===== src/rtl/spi_slave_tx.sv =====
// SPI mode-1 slave transmitter: oversamples sck/cs in the clk domain and shifts a
// byte out on miso MSB first, fed from a single-entry holding register.
//   state   | meaning
//   ST_IDLE | cs high, pad released, waiting for cs_fall
//   ST_SHIFT| frame active, shifting bytes on sck rises
module spi_slave_tx #(
  parameter logic [7:0] IDLE_BYTE = 8'h00
) (
  input  logic       clk,
  input  logic       reset,
  input  logic       sck,
  input  logic       cs,
  input  logic [7:0] data,
  input  logic       load,
  output logic       ready,
  output logic       miso,
  output logic       miso_oe,
  output logic       done,
  output logic       underrun
);

  typedef enum logic {
    ST_IDLE  = 1'b0,
    ST_SHIFT = 1'b1
  } state_t;

  state_t     state_q, state_d;
  logic [2:0] sck_sync_q, sck_sync_d;
  logic [2:0] cs_sync_q, cs_sync_d;
  logic [7:0] sreg_q, sreg_d;
  logic [3:0] bit_cnt_q, bit_cnt_d;
  logic       miso_q, miso_d;
  logic       miso_oe_q, miso_oe_d;
  logic       done_q, done_d;
  logic       underrun_q, underrun_d;
  logic [7:0] hold_q, hold_d;
  logic       hold_valid_q, hold_valid_d;

  logic sck_rise, sck_fall, cs_rise, cs_fall;
  logic reload;

  // [0],[1] synchronise; [2] is the previous value for edge detection
  assign sck_rise = sck_sync_q[1] & ~sck_sync_q[2];
  assign sck_fall = ~sck_sync_q[1] & sck_sync_q[2];
  assign cs_rise  = cs_sync_q[1] & ~cs_sync_q[2];
  assign cs_fall  = ~cs_sync_q[1] & cs_sync_q[2];

  always_comb begin
    state_d      = state_q;
    sck_sync_d   = {sck_sync_q[1:0], sck};
    cs_sync_d    = {cs_sync_q[1:0], cs};
    sreg_d       = sreg_q;
    bit_cnt_d    = bit_cnt_q;
    miso_d       = miso_q;
    miso_oe_d    = miso_oe_q;
    done_d       = 1'b0;
    underrun_d   = 1'b0;
    hold_d       = hold_q;
    hold_valid_d = hold_valid_q;
    reload       = 1'b0;

    case (state_q)
      ST_IDLE: begin
        miso_d    = 1'b0;
        miso_oe_d = 1'b0;
        bit_cnt_d = 4'd0;
        if (cs_fall) begin
          reload    = 1'b1;
          miso_oe_d = 1'b1;
          state_d   = ST_SHIFT;
        end
      end
      ST_SHIFT: begin
        if (cs_rise) begin
          state_d   = ST_IDLE;
          miso_oe_d = 1'b0;
          miso_d    = 1'b0;
          bit_cnt_d = 4'd0;
        end else if (sck_rise) begin
          miso_d = sreg_q[7];
          sreg_d = {sreg_q[6:0], 1'b0};
          if (bit_cnt_q != 4'd8) begin
            bit_cnt_d = bit_cnt_q + 4'd1;
          end
        end else if (sck_fall && (bit_cnt_q == 4'd8)) begin
          done_d    = 1'b1;
          bit_cnt_d = 4'd0;
          reload    = 1'b1;
        end
      end
      default: state_d = ST_IDLE;
    endcase

    // A reload drains hold first, so a same-cycle load refills it rather than being dropped
    if (reload) begin
      if (hold_valid_q) begin
        sreg_d = hold_q;
        if (load) begin
          hold_d = data;
        end else begin
          hold_valid_d = 1'b0;
        end
      end else if (load) begin
        sreg_d = data;
      end else begin
        sreg_d     = IDLE_BYTE;
        underrun_d = 1'b1;
      end
    end else if (load && !hold_valid_q) begin
      hold_d       = data;
      hold_valid_d = 1'b1;
    end
  end

  always_ff @(posedge clk) begin
    if (reset) begin
      state_q      <= ST_IDLE;
      sck_sync_q   <= 3'b000;
      cs_sync_q    <= 3'b111;
      sreg_q       <= 8'h00;
      bit_cnt_q    <= 4'd0;
      miso_q       <= 1'b0;
      miso_oe_q    <= 1'b0;
      done_q       <= 1'b0;
      underrun_q   <= 1'b0;
      hold_q       <= 8'h00;
      hold_valid_q <= 1'b0;
    end else begin
      state_q      <= state_d;
      sck_sync_q   <= sck_sync_d;
      cs_sync_q    <= cs_sync_d;
      sreg_q       <= sreg_d;
      bit_cnt_q    <= bit_cnt_d;
      miso_q       <= miso_d;
      miso_oe_q    <= miso_oe_d;
      done_q       <= done_d;
      underrun_q   <= underrun_d;
      hold_q       <= hold_d;
      hold_valid_q <= hold_valid_d;
    end
  end

  assign ready    = ~hold_valid_q;
  assign miso     = miso_q;
  assign miso_oe  = miso_oe_q;
  assign done     = done_q;
  assign underrun = underrun_q;

endmodule


===== config.mk =====
export PLATFORM = sky130hd
export DESIGN_NAME = spi_slave_tx
export DESIGN_NICKNAME = d
export VERILOG_FILES = /design/src/rtl/spi_slave_tx.sv
export SDC_FILE = /design/constraint.sdc
export NUM_CORES = 1
export LEC_CHECK = 0
export ABC_AREA = 1
export CORE_MARGIN = 2
export CORE_UTILIZATION = 55
export DETAILED_ROUTE_END_ITERATION = 8
export PLACE_DENSITY = 0.84
export SLEW_MARGIN = 20
export SYNTH_ARGS = -nofsm -noshare
export SYNTH_HDL_FRONTEND = slang
export SYNTH_SLANG_ARGS = --single-unit

===== constraint.sdc =====
create_clock -name clk -period 3.5 [get_ports clk]
set_input_delay 0.875 -clock clk [delete_from_list [all_inputs] [get_ports clk]]
set_output_delay 0.875 -clock clk [all_outputs]
set_load 0.01 [all_outputs]

* Yosys cells after proc, flatten, opt, wreduce, memory -nomap -nowiden
Cells that the tools add are included.
** Cells by class
- Equality and inequality tests :: 9
- Reduce and logical (&&, ||, !) cells :: 11
- Mux-type cells :: 32
- $add $sub $neg :: 1
- Bitwise operators :: 11
** Operators by type and width (count)
- two-way mux 8 bit :: 10
- two-way mux 4 bit :: 4
- two-way mux 1 bit :: 13
- one-hot mux 1 bit (2 select lines) :: 4
- one-hot mux 4 bit (2 select lines) :: 1
- NOT 1 bit :: 7
- AND reduction 3 bit :: 2
- nonzero test 2 bit :: 3
- adder 4 x 1 -> 4 bit (second input constant) :: 1
- bitwise AND 1 bit :: 4
- == test 4 bit (second input constant) :: 1
- != test 2 x 1 -> 1 bit (second input constant) :: 2
- != test 2 bit (second input constant) :: 2
- != test 4 x 1 -> 1 bit (second input constant) :: 1
- != test 4 x 2 -> 1 bit (second input constant) :: 1
- != test 4 bit (second input constant) :: 1
- != test 3 x 1 -> 1 bit (second input constant) :: 1
- OR reduction 3 bit :: 1
- logical AND 1 bit :: 2
- AND reduction 2 bit :: 1
- OR reduction 2 bit :: 1
- logical NOT 1 bit :: 1
** Storage, ports and cells
- Logic and storage cells :: 75
- Flip-flop bits (word level) :: 32

* Logic depth before layout (Yosys ltp)
- Depth in word-level cells :: 9
- Mapped depth :: 11
- Mapped depth without buffers :: 10

* Worst setup path before layout
OpenSTA, ideal clock, no wires.
- Path type :: in2reg
- Start :: input reset
- End :: register bit_cnt_q[1]
- Setup time :: 0.071 ns
- Cell stages on the path :: 6
- Setup slack :: 1.795 ns
- Required time :: 3.429 ns
- Buffers on the path :: 1
- Data arrival time :: 1.634 ns
- Cells stage by stage :: buf_2 -> inv_1 -> nand2_1 -> nor2_1 -> o21ai_0 -> a21oi_1
** RTL lines
- start, declared :: RTL line 10 : input logic reset,
- end signal, assigned :: RTL line 133 : bit_cnt_q <= bit_cnt_d;
- end, declared :: RTL line 31 : logic [3:0] bit_cnt_q, bit_cnt_d;

* Worst setup path after layout
- Start :: register hold_valid_q
- End :: output ready
** On the way
- Word-level cells in the longest chain between the ends :: 1
** RTL lines
- start, declared :: RTL line 37 : logic hold_valid_q, hold_valid_d;
- start signal, assigned :: RTL line 139 : hold_valid_q <= hold_valid_d;
- NOT 1 bit :: RTL line 143 : assign ready = ~hold_valid_q;
- end, declared :: RTL line 15 : output logic ready,
Every way passes these cells.

==> metrics.txt <==
outcome=complete, no violations; Critical Path Sink Type=output pin; Hold Vio Cnt, Final=0; max-cap viol count=0; IO Count=18; cells after synthesis=213; Net Count, Synth=228; Hold Path Depth=2; Slew HR=56.2%; Pwr Total=0.688 mW; min Tclk post-route=2.40 ns; FMAX=417 MHz; Total Routing Usage GR=18.6%; WHS=0.415 ns; end-of-flow core utilization=64.2%; Placement Cell Area=1720 um^2; CTS Root Cell=clkbuf_4; Pwr Density=392 nW/um^2; Initial Util=57.8%; WL final=2640 um; flops & latches, synth=32; n_diodes=0; CP Buf/Inv Count=2; WP data arrival=1.52 ns; largest net degree at the start of global routing=19; Inst Count DP=254; pins over their slew limit=0; Layout area overhead=11.0%; Cell Chain, Critical Path=inv_1 -> clkdlybuf4s50_1; vias in the first global route=1098; ys async rst share=0%; cts repair resizes=0; CTS tree=done; Largest stage delay, worst path=0.56 ns; synth top area cells=dfxtp_1 (41%), nand2_1 (12%), nor2_1 (7.8%), nand3_1 (6.0%), o21ai_0 (5.1%); Horiz. Die Dim=57.6 um; Avg WL per Cell=10.2 um; Worst Path Required=2.62 ns; drt pass-1 iters=4; Final WS setup=1.10 ns; Post-Layout Cell Count=259; initial antenna violation count=0; Routed Antenna Nets=0; peak supply drop=0.291 mV; Finished Cell Area=1760 um^2; Max clock buf depth=2; unrepaired setup endpoints after global routing=false; Final period util=68.5%; Worst R2R Path Depth=6; most frequent cells in the layout=nand2_1 (50), nor2_1 (33), dfxtp_1 (32), inv_1 (19), nand3_1 (19); Synth Flop Type=dfxtp_1; Row Count=19; Leak=0.768 nW; number of remaining DRC errors=0; Num CTS Buffers=5; register area share after synthesis=40.5%; Setup Skew=0.00667 ns; crit-path max FO=11; setup tns final=0 ns; Yosys warning count=0; CTS Sinks=32; most common library cell in the layout ignoring fill and taps=nand2_1; Post-Syn Area=1580 um^2; DR vias=1281; HP Class=flip-flop to flip-flop; top-area cell type share of the netlist area=40.5%; Top Family by Delay on Critical Path=buffers and inverters; CTS H-tree depth=2; # port buffers=17; Avg Inst Size Synth=7.42 um^2; post-synth top area cell=dfxtp_1; total die area=3320 um^2; nets=245; Slew @ Worst Pin=0.655 ns; first-pass GRT wire length=4740 um; R2R setup slack=1.74 ns; clk slew on worst S/H paths=0.08 ns; DPL Wire Length=1840 um; Reg-to-Reg Start=cs_sync_q[2]; GPL Wtd Cong=0.740; clock latency on the worst-skew pair=0.32 ns; R2R Path End=hold_q[1]; Place WS=0.800 ns; hold_sp=sck_sync_q[0]; post-CTS setup buffer count=0; EDFF count, synth=0; Core Region=2730 um^2; Yosys cell types=25; share of layout cells above drive strength 1=14.5%; critical path type=flip-flop to output pin; Vias/cell=4.95; Slowest cell on crit path=dfxtp_1; Worst Hold End=sck_sync_q[1]; hold_buf cts=0; global route overflow=0; Final setup viols=0; Critical path origin=hold_valid_q; die height=57.6 um; CP startpoint kind=flip-flop; Initial DRC Count=46
## where the power goes
part	leakage (nW)	switching (mW)	internal (mW)	total, mW
logic	0.482	0.0598	0.0485	0.108
clock network	0.0230	0.113	0.0670	0.180
registers	0.262	0.0146	0.385	0.399
## cells in the mapped netlist, types with 3 or more instances
| cell type | count |
|---|---|
| nand2_1 | 50 |
| nor2_1 | 33 |
| dfxtp_1 | 32 |
| inv_1 | 19 |
| nand3_1 | 19 |
| o21ai_0 | 16 |
| a21oi_2 | 9 |
| a21oi_1 | 5 |
| inv_2 | 4 |
| nand2_4 | 3 |
| nor2_4 | 3 |
## metal layers
metal	track usage, %	vias to the layer above	part of all wire, %
met5	0	-	0
met4	6.98	0	1.5
met3	6.70	5	4.8
met2	29.4	22	48
met1	23.4	556	46
li1	-	698	-
## registers in the layout (all words and copies together) (netlist names), 3 cells and up
name / count
sck_sync_q: 3
cs_sync_q: 3
sreg_q: 8
bit_cnt_q: 4
hold_q: 8
## tightest hold or removal path, cell delays in order (launching register included)
cell and delay [ns]:
dfxtp_1 0.31, inv_1 0.04, nor2_1 0.03
## how the worst max path moves through the flow
stage	slack (ns)	depth (start not counted)	endpoint
finish	1.10	2	ready
global route	0.98	6	bit_cnt_q[1]
CTS	1.11	2	ready
detailed placement	0.80	6	bit_cnt_q[1]
global placement	0.90	6	bit_cnt_q[1]
floorplan	1.79	6	bit_cnt_q[1]
## cell families after synthesis
| kind of cell | Yosys count | share of synthesized area, % |
|---|---|---|
| AND/OR/NAND/NOR | 119 | 36.2 |
| flip-flops | 32 | 40.5 |
| AO/OA/AOI/OAI | 30 | 11.6 |
| buffers and inverters | 30 | 10.0 |
| adder cells (fa/ha/maj) | 2 | 1.58 |
## final cells by class
type,instances,area [um^2]
fillers,268,978
multi-input cells,151,782
flip-flops and latches,32,641
repair buffers,17,170
inverters,23,86.3
well taps,31,38.8
clock buffers,5,37.5
Power figures use the tool's default switching activity.
